File: src/rtl/cla4_pkg.sv
// Shared types for the 4-bit carry-lookahead adder slice.
// Optional overflow output: define CLA4_OVF_EN.
package cla4_pkg;

    localparam int CLA_W = 4;

    typedef logic [CLA_W-1:0] cla_word_t;

endpackage

File: src/rtl/cla4_reg_adder_if.sv
// Operand/result bus of the registered 4-bit CLA slice.
// Optional overflow output: define CLA4_OVF_EN.
interface cla4_reg_adder_if;
    import cla4_pkg::*;

    logic      in_valid;
    cla_word_t a;
    cla_word_t b;
    logic      ci;
    logic      out_valid;
    cla_word_t s;
    logic      co;
    logic      pg;
    logic      gg;
`ifdef CLA4_OVF_EN
    logic      ovf;

    modport master (
        output in_valid, a, b, ci,
        input  out_valid, s, co, pg, gg, ovf
    );

    modport slave (
        input  in_valid, a, b, ci,
        output out_valid, s, co, pg, gg, ovf
    );
`else
    modport master (
        output in_valid, a, b, ci,
        input  out_valid, s, co, pg, gg
    );

    modport slave (
        input  in_valid, a, b, ci,
        output out_valid, s, co, pg, gg
    );
`endif

endinterface

File: src/rtl/cla4_core.sv
// Combinational 4-bit flat carry-lookahead adder with group P/G.
// Optional c3 output for overflow: define CLA4_OVF_EN.
module cla4_core
    import cla4_pkg::*;
(
    input  cla_word_t i_a,
    input  cla_word_t i_b,
    input  logic      i_ci,
    output cla_word_t o_s,
    output logic      o_co,
    output logic      o_pg,
    output logic      o_gg
`ifdef CLA4_OVF_EN
    ,
    output logic      o_c3
`endif
);

    cla_word_t  w_p;
    cla_word_t  w_g;
    logic [4:0] w_c;
    logic       w_pg;
    logic       w_gg;

    assign w_p = i_a ^ i_b;
    assign w_g = i_a & i_b;

    assign w_pg = &w_p;
    assign w_gg = w_g[3]
                | (w_p[3] & w_g[2])
                | (w_p[3] & w_p[2] & w_g[1])
                | (w_p[3] & w_p[2] & w_p[1] & w_g[0]);

    // Every carry is a two-level function of p/g/ci; no ripple.
    assign w_c[0] = i_ci;
    assign w_c[1] = w_g[0]
                  | (w_p[0] & w_c[0]);
    assign w_c[2] = w_g[1]
                  | (w_p[1] & w_g[0])
                  | (w_p[1] & w_p[0] & w_c[0]);
    assign w_c[3] = w_g[2]
                  | (w_p[2] & w_g[1])
                  | (w_p[2] & w_p[1] & w_g[0])
                  | (w_p[2] & w_p[1] & w_p[0] & w_c[0]);
    assign w_c[4] = w_gg | (w_pg & w_c[0]);

    assign o_s  = w_p ^ w_c[3:0];
    assign o_co = w_c[4];
    assign o_pg = w_pg;
    assign o_gg = w_gg;
`ifdef CLA4_OVF_EN
    assign o_c3 = w_c[3];
`endif

endmodule

File: src/rtl/cla4_reg_adder.sv
// 4-bit CLA slice with registered sum/carry/group outputs.
// Optional registered signed overflow: define CLA4_OVF_EN.
module cla4_reg_adder
    import cla4_pkg::*;
#(
    parameter int WIDTH = CLA_W
)(
    input  logic                   clk,
    input  logic                   rst,
    cla4_reg_adder_if.slave        bus
);

    if (WIDTH != CLA_W) begin : g_bad_width
        $error("cla4_reg_adder: WIDTH must be 4");
    end

    cla_word_t w_s;
    logic      w_co;
    logic      w_pg;
    logic      w_gg;

    cla_word_t r_s;
    logic      r_co;
    logic      r_pg;
    logic      r_gg;
    logic      r_out_valid;

`ifdef CLA4_OVF_EN
    logic      w_c3;
    logic      r_ovf;
`endif

    cla4_core u_core (
        .i_a  (bus.a),
        .i_b  (bus.b),
        .i_ci (bus.ci),
        .o_s  (w_s),
        .o_co (w_co),
        .o_pg (w_pg),
        .o_gg (w_gg)
`ifdef CLA4_OVF_EN
        ,
        .o_c3 (w_c3)
`endif
    );

    // Capture results when operands are valid; valid flag tracks in_valid.
    always_ff @(posedge clk or posedge rst) begin
        if (rst) begin
            r_out_valid <= 1'b0;
            r_s         <= '0;
            r_co        <= 1'b0;
            r_pg        <= 1'b0;
            r_gg        <= 1'b0;
        end else begin
            r_out_valid <= bus.in_valid;
            if (bus.in_valid) begin
                r_s  <= w_s;
                r_co <= w_co;
                r_pg <= w_pg;
                r_gg <= w_gg;
            end
        end
    end

`ifdef CLA4_OVF_EN
    // Signed overflow is carry into MSB xor carry out of MSB.
    always_ff @(posedge clk or posedge rst) begin
        if (rst) begin
            r_ovf <= 1'b0;
        end else if (bus.in_valid) begin
            r_ovf <= w_c3 ^ w_co;
        end
    end

    assign bus.ovf = r_ovf;
`endif

    assign bus.out_valid = r_out_valid;
    assign bus.s         = r_s;
    assign bus.co        = r_co;
    assign bus.pg        = r_pg;
    assign bus.gg        = r_gg;

endmodule

File: src/flat_wrapper.sv
// flat-port wrapper written by rule: the top's interface ports become plain ports
module cla4_reg_adder_flat import cla4_pkg::*;
#(
    parameter int WIDTH = CLA_W
)
  (clk, rst, bus_in_valid, bus_a, bus_b, bus_ci, bus_out_valid, bus_s, bus_co, bus_pg, bus_gg);
  cla4_reg_adder_if bus_i ();
  input  logic clk;
  input  logic rst;
  input wire logic [$bits(bus_i.in_valid)-1:0] bus_in_valid;
  input wire logic [$bits(bus_i.a)-1:0] bus_a;
  input wire logic [$bits(bus_i.b)-1:0] bus_b;
  input wire logic [$bits(bus_i.ci)-1:0] bus_ci;
  output wire logic [$bits(bus_i.out_valid)-1:0] bus_out_valid;
  output wire logic [$bits(bus_i.s)-1:0] bus_s;
  output wire logic [$bits(bus_i.co)-1:0] bus_co;
  output wire logic [$bits(bus_i.pg)-1:0] bus_pg;
  output wire logic [$bits(bus_i.gg)-1:0] bus_gg;
  assign bus_i.in_valid = bus_in_valid;
  assign bus_i.a = bus_a;
  assign bus_i.b = bus_b;
  assign bus_i.ci = bus_ci;
  assign bus_out_valid = bus_i.out_valid;
  assign bus_s = bus_i.s;
  assign bus_co = bus_i.co;
  assign bus_pg = bus_i.pg;
  assign bus_gg = bus_i.gg;
  cla4_reg_adder #(.WIDTH(WIDTH)) u_core (.clk(clk), .rst(rst), .bus(bus_i));
endmodule
File: config.mk
export PLATFORM = sky130hd
export DESIGN_NAME = cla4_reg_adder_flat
export DESIGN_NICKNAME = d
export VERILOG_FILES = /design/src/rtl/cla4_pkg.sv /design/src/rtl/cla4_reg_adder_if.sv /design/src/rtl/cla4_core.sv /design/src/rtl/cla4_reg_adder.sv /design/src/flat_wrapper.sv
export SDC_FILE = /design/constraint.sdc
export NUM_CORES = 1
export LEC_CHECK = 0
export CAP_MARGIN = 10
export CORE_AREA = 2 2 39 41
export CTS_CLUSTER_DIAMETER = 60
export DETAILED_ROUTE_END_ITERATION = 12
export DIE_AREA = 0 0 41 43
export PLACE_DENSITY = 0.71
export REMOVE_ABC_BUFFERS = 1
export SLEW_MARGIN = 10
export SYNTH_ARGS = -nofsm -noshare
export SYNTH_HDL_FRONTEND = slang
export SYNTH_HIERARCHICAL = 1
export SYNTH_SLANG_ARGS = --single-unit
export TNS_END_PERCENT = 30
File: constraint.sdc
create_clock -name clk -period 1.5 [get_ports clk]
set_clock_uncertainty 0.2 [all_clocks]
set_input_delay 0.15 -clock clk [delete_from_list [all_inputs] [get_ports clk]]
set_output_delay 0.15 -clock clk [all_outputs]
set_load 0.01 [all_outputs]
==> PnR_summary.wiki <==
{| class="wikitable"
! Metric !! Value
|-
| Number of distinct standard cells referenced by the synthesized netlist || 16
|-
| Share of layout cells above drive strength 1 || 0.323
|-
| Kind of cell with the highest combined delay on the critical path || compound AO/OA/AOI/OAI gates
|-
| Total setup violations reported at the end of the flow || 0
|-
| Number of max-slew violations in the final report || 0
|-
| CTS clk-pin slew, worst paths || 50 ps
|-
| Run status || completed
|-
| Post-synthesis instance area || 502 um2
|-
| Residual DRC || 0
|-
| Worst Min Path Start || u_core/bus.s[0]
|-
| Total of max-cap violations || 0
|-
| FMAX || 692 MHz
|-
| Sum Neg Setup Slack || 0 ps
|-
| Clock network latency to the later pin of the worst-skew pair || 250 ps
|-
| Synthesis-stage register bit count || 8
|-
| Die X || 41 um
|-
| Crit Reg-Reg Endpoint || u_core/bus.s[2]
|-
| Synth area leader || sky130_fd_sc_hd__dfrtp_1
|-
| Origin of the critical flop-to-flop path || u_core/bus.s[2]
|-
| Violation count after the first detailed-route iteration || 1
|-
| WHS Path Cells || 1
|-
| Hold WC Path Type || register to register
|-
| Leading cell types in the layout, fill and taps excluded || sky130_fd_sc_hd__dlygate4sd2_1, sky130_fd_sc_hd__dfrtp_1, sky130_fd_sc_hd__mux2_4
|-
| Crit. End Element || register
|-
| Required time of the worst setup path || around 1400 ps
|-
| Non-filler instance count after layout || 81
|-
| Clock tree sinks || 8
|-
| Peak supply drop || 308 uV
|-
| Final critical delay including setup and external delays || 1440 ps
|-
| Slowest cell delay on critical path || approximately 270 ps
|-
| Worst Setup Start Kind || primary input
|-
| Setup repair after global routing missed its margin || false
|-
| Gate count after technology mapping || 39
|-
| Overall track demand over capacity in global routing || 0.166
|-
| Final number of hold-violating endpoints || 0
|-
| Slew @ Worst Pin || 289 ps
|-
| Area share of the leading cell type in the synthesized netlist || 0.399
|-
| Starting density of the core || 0.363
|-
| Post-layout power || 714 uW
|-
| Placer congestion estimate || 0.702
|-
| Clock tree from TritonCTS || yes
|-
| Crit-path max FO || 5
|-
| Vias per cell || 4.90
|-
| Number of cells traversed by the worst register-to-register path || 1
|-
| Cells along the critical path || dlygate4sd2_1 -> ha_4 -> a21oi_4 -> nand3_2 -> a21o_1 -> mux2_4
|-
| Number of cells on the critical path || 6
|-
| Power Dens Cells || 878 nW/um2
|-
| Critical path buffers and inverters || 1
|-
| First-pass GRT wire length || 1930 um
|-
| DP Cell Count || 77
|-
| Die Footprint || 1760 um2
|-
| Worst setup path class || primary input to register
|-
| Least setup slack across all paths after layout || 55.3 ps
|-
| Die Height || between 40 and 50 um
|-
| Critical path arrival || 1380 ps
|-
| DRT Pass-1 Iters || 2
|-
| Register-to-register path setup slack || approximately 530 ps
|-
| Number of buffer cells added on primary ports || 19
|-
| Share of synthesized area occupied by flip-flops and latches || 0.399
|-
| Number of inserted diodes || 0
|-
| Warning count from the yosys run || 6
|-
| Cell row count || 14
|-
| Average detailed-routed wire length per instance || around 14 um
|-
| Most common cell after layout, fill and taps aside || sky130_fd_sc_hd__dlygate4sd2_1
|-
| Layout Cell Area excl Fill || just over 800 um2
|-
| Antenna Nets Post-Route || 0
|-
| Worst slack after detailed placement || -481 ps
|-
| Max clock buf depth || 2
|-
| Synth Area per Inst || 12.9 um2
|-
| Dpl cell area || 743 um2
|-
| Via count of the first global-routing pass || 450
|-
| Rel. slew slack || 0.807
|-
| Leading post-synthesis cells by cell area || sky130_fd_sc_hd__dfrtp_1, sky130_fd_sc_hd__mux2_4, sky130_fd_sc_hd__ha_1, sky130_fd_sc_hd__a21o_1, sky130_fd_sc_hd__fa_1
|-
| Floorplan core area || 1380 um2
|-
| Clock tree root driver cell || sky130_fd_sc_hd__clkbuf_4
|-
| Worst Setup SP || bus_a[2]
|-
| Pin count of the biggest net entering global routing || 9
|-
| Static Leak || ~0.42 nW
|-
| Final WL || approximately 1100 um
|-
| Detailed placer's ending HPWL || 864 um
|-
| Final Net Count || 84
|-
| Number of antenna violations at the first check in global routing || 0
|-
| Crit-path slowest cell || sky130_fd_sc_hd__ha_4
|-
| Routed via count || 397
|-
| H-Tree Depth || 1
|-
| Post-CTS setup buffer count || 0
|-
| GR Overflow Total || 0
|-
| Number of placed I/O pins || 20
|-
| CTS Buf Count || 3
|-
| Min-Delay Endpoint || u_core/bus.s[0]
|-
| Period Utilization, post-route || 0.963
|-
| Area added between synthesis and finish || 62.1%
|}
-- registers in the layout (all words and copies together) (netlist names) --
register,flops
u_core/bus.co,1
u_core/bus.gg,1
u_core/bus.out_valid,1
u_core/bus.pg,1
u_core/bus.s,4
-- layer usage --
| layer | share of wire | global-route usage |
|---|---|---|
| met1 | 0.36 | 0.165 |
| met3 | 0.061 | 0.0262 |
| met2 | 0.56 | 0.288 |
| met5 | 0 | 0 |
| met4 | 0.020 | 0.113 |
-- final cells by class --
type / instances / area, um2
multi-input cells: 25 / 323
fillers: 128 / 571
well taps: 16 / 20.0
flip-flops and latches: 8 / 200
inverters: 5 / 18.8
repair buffers: 24 / 229
clock buffers: 3 / 22.5
-- power by group --
part	total (mW)	internal (mW)	leakage [nW]	switching [mW]
combinational	0.274	0.167	0.310	0.107
sequential	0.278	0.254	0.0965	0.0235
clock	0.162	0.0914	0.0138	0.0708
-- cell families after synthesis --
logic type	synth area share
flip-flops	0.399
multiplexers	0.209
buffers and inverters	0.0599
AO/OA/AOI/OAI	0.0723
adder cells (fa/ha/maj)	0.140
AND/OR/NAND/NOR	0.0673
XOR/XNOR	0.0524
-- synthesized netlist by cell type --
| library cell | number |
|---|---|
| sky130_fd_sc_hd__dfrtp_1 | 8 |
| sky130_fd_sc_hd__mux2_4 | 7 |
| sky130_fd_sc_hd__inv_1 | 5 |
| sky130_fd_sc_hd__ha_1 | 4 |
| sky130_fd_sc_hd__a21o_1 | 3 |
| sky130_fd_sc_hd__xnor2_1 | 2 |
| sky130_fd_sc_hd__a21oi_1 | 1 |
| sky130_fd_sc_hd__a21oi_2 | 1 |
| sky130_fd_sc_hd__and4_1 | 1 |
| sky130_fd_sc_hd__buf_6 | 1 |
| sky130_fd_sc_hd__fa_1 | 1 |
| sky130_fd_sc_hd__nand2_1 | 1 |
| sky130_fd_sc_hd__nand3_1 | 1 |
| sky130_fd_sc_hd__nand3_2 | 1 |
| sky130_fd_sc_hd__nand4_1 | 1 |
| sky130_fd_sc_hd__xor2_1 | 1 |
-- repair_timing --
| action | in CTS | in global routing |
|---|---|---|
| setup endpoints to repair | 13 | 2 |
| resized for setup | 18 | 2 |
| hold buffers | 1 | 0 |
| endpoints found under the hold margin | 8 | 0 |
| pin swaps | 5 | 0 |
-- per-stage QoR --
stage          hold slack [ps]  utilization
5_1_grt                    337        0.588
3_3_place_gp               215        0.537
3_5_place_dp               205        0.537
6_report                   321        0.588
2_1_floorplan             -234            -
4_1_cts                    319        0.584
-- how the worst max path moves through the flow --
stage / to / slack, ps
detailed placement: u_core/bus.co / -480
finish: u_core/bus.co / 60
CTS: u_core/bus.s[1] / -5
global placement: u_core/bus.co / -440
floorplan: u_core/bus.co / -3
global route: bus_out_valid / 10
No activity file was read; power rests on OpenSTA's default activity.
